### src/rtl/cr_result_reader.sv
// -----------------------------------------------------------------------------
// cr_result_reader
//
// Drains correlated-randomness result words from the single-port result RAM
// and serializes each word, most-significant byte first, into a byte stream
// for the UART transmitter. A drain covers n_words consecutive RAM entries
// starting at base_addr; the address wraps modulo the RAM depth.
//
// Ports
//   clk          clock
//   rst_n        synchronous, active-low reset
//   start_i      one-cycle pulse launching a drain (ignored while busy)
//   base_addr_i  first RAM address, sampled on start_i
//   n_words_i    number of words to send (0..2^ADDR_W), sampled on start_i
//   ram_addr_o   RAM read address (only meaningful while busy_o=1)
//   ram_dout_i   RAM read data, valid RD_LAT cycles after the address
//   tx_data_o    byte to the transmitter
//   tx_valid_o   byte valid
//   tx_ready_i   transmitter accepts the byte
//   busy_o       drain in progress
//   done_o       one-cycle completion pulse
// -----------------------------------------------------------------------------
module cr_result_reader #(
    parameter int WORD_W = 776,
    parameter int ADDR_W = 8,
    parameter int RD_LAT = 1
) (
    input  logic              clk,
    input  logic              rst_n,
    input  logic              start_i,
    input  logic [ADDR_W-1:0] base_addr_i,
    input  logic [ADDR_W:0]   n_words_i,
    output logic [ADDR_W-1:0] ram_addr_o,
    input  logic [WORD_W-1:0] ram_dout_i,
    output logic [7:0]        tx_data_o,
    output logic              tx_valid_o,
    input  logic              tx_ready_i,
    output logic              busy_o,
    output logic              done_o
);

    localparam int N_BYTES = WORD_W / 8;
    localparam int BC_W    = $clog2(N_BYTES + 1);
    localparam int WC_W    = ADDR_W + 1;
    // RD_LAT must be at least 1: WAIT always lasts one or more cycles.
    localparam int LAT_W   = (RD_LAT > 1) ? $clog2(RD_LAT) : 1;

    localparam logic [BC_W-1:0]  LAST_BYTE = BC_W'(N_BYTES - 1);
    localparam logic [LAT_W-1:0] LAST_WAIT = LAT_W'(RD_LAT - 1);

    typedef enum logic [2:0] {
        S_IDLE = 3'd0,
        S_ADDR = 3'd1,
        S_WAIT = 3'd2,
        S_LOAD = 3'd3,
        S_SEND = 3'd4,
        S_NEXT = 3'd5,
        S_DONE = 3'd6
    } state_t;

    state_t             state_r,     state_s;
    logic [ADDR_W-1:0]  base_r,      base_s;
    logic [WC_W-1:0]    n_words_r,   n_words_s;
    logic [WC_W-1:0]    word_cnt_r,  word_cnt_s;
    logic [BC_W-1:0]    byte_cnt_r,  byte_cnt_s;
    logic [LAT_W-1:0]   wait_cnt_r,  wait_cnt_s;
    logic [WORD_W-1:0]  shift_r,     shift_s;
    logic [ADDR_W-1:0]  ram_addr_r,  ram_addr_s;
    logic               tx_valid_r,  tx_valid_s;
    logic               busy_r,      busy_s;
    logic               done_r,      done_s;
    logic               accept_s;

    // A byte is transferred only when it is actually being offered.
    assign accept_s = tx_valid_r & tx_ready_i;

    assign ram_addr_o = ram_addr_r;
    assign tx_data_o  = shift_r[WORD_W-1 -: 8];
    assign tx_valid_o = tx_valid_r;
    assign busy_o     = busy_r;
    assign done_o     = done_r;

    // Next-state and next-output computation for the drain FSM.
    always_comb begin
        state_s    = state_r;
        base_s     = base_r;
        n_words_s  = n_words_r;
        word_cnt_s = word_cnt_r;
        byte_cnt_s = byte_cnt_r;
        wait_cnt_s = wait_cnt_r;
        shift_s    = shift_r;
        ram_addr_s = ram_addr_r;
        tx_valid_s = tx_valid_r;
        busy_s     = busy_r;
        done_s     = 1'b0;

        case (state_r)
            S_IDLE: begin
                if (start_i) begin
                    base_s     = base_addr_i;
                    n_words_s  = n_words_i;
                    word_cnt_s = {WC_W{1'b0}};
                    busy_s     = 1'b1;
                    if (n_words_i == {WC_W{1'b0}}) begin
                        state_s = S_DONE;
                    end else begin
                        state_s = S_ADDR;
                    end
                end else begin
                    state_s = S_IDLE;
                end
            end

            S_ADDR: begin
                // Sum is truncated to ADDR_W bits so the address wraps.
                ram_addr_s = base_r + word_cnt_r[ADDR_W-1:0];
                wait_cnt_s = {LAT_W{1'b0}};
                state_s    = S_WAIT;
            end

            S_WAIT: begin
                // The address register is visible in the first WAIT cycle,
                // so RD_LAT cycles here put valid data on ram_dout_i in LOAD.
                if (wait_cnt_r == LAST_WAIT) begin
                    state_s = S_LOAD;
                end else begin
                    wait_cnt_s = wait_cnt_r + LAT_W'(1);
                end
            end

            S_LOAD: begin
                shift_s    = ram_dout_i;
                byte_cnt_s = {BC_W{1'b0}};
                tx_valid_s = 1'b1;
                state_s    = S_SEND;
            end

            S_SEND: begin
                if (accept_s) begin
                    shift_s    = {shift_r[WORD_W-9:0], 8'h00};
                    byte_cnt_s = byte_cnt_r + BC_W'(1);
                    if (byte_cnt_r == LAST_BYTE) begin
                        tx_valid_s = 1'b0;
                        state_s    = S_NEXT;
                    end else begin
                        state_s    = S_SEND;
                    end
                end else begin
                    // Stalled: data and valid are held by the defaults.
                    state_s = S_SEND;
                end
            end

            S_NEXT: begin
                word_cnt_s = word_cnt_r + WC_W'(1);
                if ((word_cnt_r + WC_W'(1)) == n_words_r) begin
                    state_s = S_DONE;
                end else begin
                    state_s = S_ADDR;
                end
            end

            S_DONE: begin
                // Registered: done_o rises and busy_o falls together next cycle.
                done_s  = 1'b1;
                busy_s  = 1'b0;
                state_s = S_IDLE;
            end

            default: begin
                tx_valid_s = 1'b0;
                busy_s     = 1'b0;
                state_s    = S_IDLE;
            end
        endcase
    end

    // State and output registers with synchronous active-low reset.
    always_ff @(posedge clk) begin
        if (!rst_n) begin
            state_r    <= S_IDLE;
            base_r     <= {ADDR_W{1'b0}};
            n_words_r  <= {WC_W{1'b0}};
            word_cnt_r <= {WC_W{1'b0}};
            byte_cnt_r <= {BC_W{1'b0}};
            wait_cnt_r <= {LAT_W{1'b0}};
            shift_r    <= {WORD_W{1'b0}};
            ram_addr_r <= {ADDR_W{1'b0}};
            tx_valid_r <= 1'b0;
            busy_r     <= 1'b0;
            done_r     <= 1'b0;
        end else begin
            state_r    <= state_s;
            base_r     <= base_s;
            n_words_r  <= n_words_s;
            word_cnt_r <= word_cnt_s;
            byte_cnt_r <= byte_cnt_s;
            wait_cnt_r <= wait_cnt_s;
            shift_r    <= shift_s;
            ram_addr_r <= ram_addr_s;
            tx_valid_r <= tx_valid_s;
            busy_r     <= busy_s;
            done_r     <= done_s;
        end
    end

endmodule
### config.mk
export PLATFORM = sky130hd
export DESIGN_NAME = cr_result_reader
export DESIGN_NICKNAME = d
export VERILOG_FILES = /design/src/rtl/cr_result_reader.sv
export SDC_FILE = /design/constraint.sdc
export NUM_CORES = 2
export LEC_CHECK = 0
export CORE_MARGIN = 3
export CORE_UTILIZATION = 35
export CTS_CLUSTER_DIAMETER = 80
export DETAILED_ROUTE_END_ITERATION = 10
export PLACE_DENSITY = 0.61
export SLEW_MARGIN = 10
export SYNTH_ARGS = -nofsm -noshare
export SYNTH_HDL_FRONTEND = slang
export SYNTH_SLANG_ARGS = --single-unit
### constraint.sdc
create_clock -name clk -period 2.55 [get_ports clk]
set_input_delay 0.6375 -clock clk [delete_from_list [all_inputs] [get_ports clk]]
set_output_delay 0.6375 -clock clk [all_outputs]
set_load 0.02 [all_outputs]
==> out/summary.txt <==
Status - complete, no violations
Die height - 333.1 um
Setup CP Type - flip-flop to output pin
Worst-case clock skew - 0.02783 ns
Total grt overflow - 0
Flop2flop setup slack - 0.18 ns
P_leak - 28.26 nW
Hold slack final - 0.4221 ns
GRT met2 Usage - 37.44%
Hold_buf cts - 0
Post-synth EDFFs - 0
Avg WL per Cell - 19.13 um
Synth Area in Compound Gates - 22.09%
Hold Crit Depth - 2
CP max-delay cell - clkdlybuf4s50_1
Die Width - 333.1 um
Max Buffers Root-to-Sink - 3
Largest net degree at the start of global routing - 109
Synthesized Nets - 5426
TritonRoute pass-1 iters - 6
RePlAce Congestion - 0.8724
Max FO, Critical Path - 5
Cell Chain, Critical Path - clkdlybuf4s50_1
Hold Startpoint - rst_n
Detailed Route WL - 128.7 mm
Hold worst-path end - shift_r[136]
# Max-Cap Violations - 0
Filler cell count - 10310
Crit share post-route - 94.96%
Flops & latches, synth - 823
Switching share of power - 24.03%
Max transition margin - 61.58%
Synth top area share - 44.00%
Initial core utilization - 35.42%
Crit start category - flip-flop
DR vias - 35430
Worst reg2reg endpoint - state_r[0]
P&R area growth vs syn - 35.87%
Peak Freq - 413.0 MHz
Post-Synth XOR/XNOR Area - 0.4444%
Final WS setup - 0.1284 ns
Gate power share - 12.1%
CP peak stage delay - 0.72 ns
FF-to-FF path depth - 6
Final non-filler cell total - 6729
Max Slew Vio Count - 0
# setup viols final - 0
I/O pin count - 816
Synth warn - 0
Clock latency on the worst-skew pair - 0.66 ns
Minimum clock period - 2.422 ns
Number of global-route vias before repair - 34010
Clock power frac - 44.1%
Internal power - 24.07 mW
Synth cell count leaders - nand2_1, dfxtp_1, nand3_1
Post-synth cell types - 49
Crit path DAT - 1.78 ns
Post-CTS setup buffer count - 0
M3 GR Usage - 4.277%
Seq/Total Area, Yosys - 44.00%
Site Rows - 119
Core Region - 105700 um^2
CTS root buffer - clkbuf_16
Routed vias/inst - 5.265
Global Route Usage Sum - 22.15%
Clock sink count - 823
Worst vdd ir - 0.4263 mV
Share of cells above drive strength 1 - 6.332%
Crit end category - output pin
# DRC - 0
Synth Area in Adders - 0.3876%
Number of buffers created by CTS - 91
Post-synthesis cell count - 4618
Most common cell in the netlist - nand2_1
Hpwl dp - 94.28 mm
Buffers on Ports - 815
Slew @ Worst Pin - 0.5703 ns
Die Footprint - 110900 um^2
Hold WC Path Type - input port to flip-flop
Hold Vio Cnt, Final - 0
Worst slack, placed - 0.05605 ns
Synthesized area per cell - 8.109 um^2
Share of power burned in registers - 43.8%
Detailed Route Iter0 Violations - 2777
Initial antenna violation count - 30
Detail Route Antenna Nets - 0
RSZ-0062 raised after global routing - false
Post-CTS sizing - 0
Req. time, crit path - 1.91 ns
Dominant synthesized flop cell - dfxtp_1
CTS tree - yes
Largest family of logic cells by synthesized area - simple AND/OR/NAND/NOR gates
Mapped Area - 37450 um^2
Met1 usage - 27.86%
Delay-heaviest family, CP - buffers and inverters
Placed insts - 6552
Mux share of post-synthesis cell area - 0%
Critical path buffer and inverter count - 1
Ranking of synthesized cells by area - dfxtp_1, o211a_1, nand2_1
First-pass GRT wire length - 196.4 mm
Nets - 6062
Reg2reg start - word_cnt_r[0]
Power per cell area - 622.7 nW/um^2
Simple-gate share of the synthesized area - 27.67%
Clock-pin slew on the worst setup and hold paths - 0.06 ns
H-tree depth - 3
Net Sw Power - 7.612 mW
FFs w/ async S/R, synth - 0%
Gr busiest metal - met2
Post-synth top area cell - dfxtp_1
Setup TNS Final - 0 ns
Total power draw - 31.68 mW
flip-flops by register name, indices dropped and copies added, names as in the netlist:
name        cells
tx_valid_o      1
base_r          8
word_cnt_r      9
shift_r       776
byte_cnt_r      7
done_o          1
n_words_r       9
ram_addr_o      8
state_r         3
busy_o          1
power by group through the flow:
stage / Sequential, mW / Clock [mW] / Combinational (mW)
detailed placement: 14.1 / 0 / 3.84
CTS: 13.9 / 14.3 / 3.87
finish: 13.9 / 14.0 / 3.84
global route: 13.9 / 14.8 / 4.17
global placement: 14.1 / 0 / 3.82
floorplan: 14.0 / 0 / 1.76
kinds of logic (layout without fill, tap and decap cells):
kind of cell | Yosys count | in the layout
fa+ha+maj | 11 | 11
flops | 823 | 823
simple gates | 2447 | 2447
other cells | 0 | 16
compound gates | 855 | 855
buf+inv | 463 | 1167
xor+xnor | 19 | 19
per-stage QoR:
step                util, %  instance area, um^2
floorplan                 -                37450
global placement      45.08                47660
detailed placement    45.08                47660
CTS                   48.09                50840
global route          48.11                50860
finish                48.13                50880
worst max path at each step:
| stage | startpoint | endpoint | slack (ns) | cells after the start |
|---|---|---|---|---|
| global placement | start_i | word_cnt_r[4] | 0.08 | 7 |
| finish | tx_valid_o | tx_valid_o | 0.13 | 1 |
| CTS | tx_valid_o | tx_valid_o | 0.04 | 1 |
| global route | tx_valid_o | tx_valid_o | 0.05 | 1 |
| detailed placement | tx_ready_i | shift_r[746] | 0.06 | 6 |
| floorplan | word_cnt_r[0] | state_r[0] | 0.45 | 6 |
routing by layer:
layer | share of wire, % | routed length (um) | vias to the layer above
li1 | - | - | 17370
met1 | 43 | 55000 | 16920
met2 | 48 | 62230 | 894
met3 | 5.5 | 7078 | 211
met4 | 3.3 | 4230 | 28
met5 | 0.16 | 202 | -
cell usage in the layout (no fill, tap or decap), types with 4 or more instances in the layout:
cell and instances:
o211a_1 770, buf_4 110, a22oi_1 9, a21boi_0 23
ha_1 10, a21oi_1 13, nand3_1 776, clkbuf_8 21
clkdlybuf4s50_1 814, nor3_1 5, inv_1 8, xnor2_1 8
clkinv_2 12, clkbuf_16 94, nor2_1 10, clkbuf_1 14
diode_2 16, nand4_1 4, a31oi_1 4, bufinv_16 11
o21a_1 5, nor2b_1 19, dfxtp_1 822, clkinvlp_4 4
xor2_1 11, nand2_1 1596, buf_12 73, and2_1 6
o21ai_0 18, or3_1 6
final cells by class:
type	count	area, um^2	area share (%)
diodes	16	40.04	0.07869
clock buffers	129	2694	5.295
clock inverters	32	483.0	0.9492
inverters	8	30.03	0.05902
multi-input cells	3332	18960	37.27
flip-flops and latches	823	16480	32.39
well taps	1391	1740	3.421
repair buffers	998	10450	20.54
(Power assumes the default switching activity.)
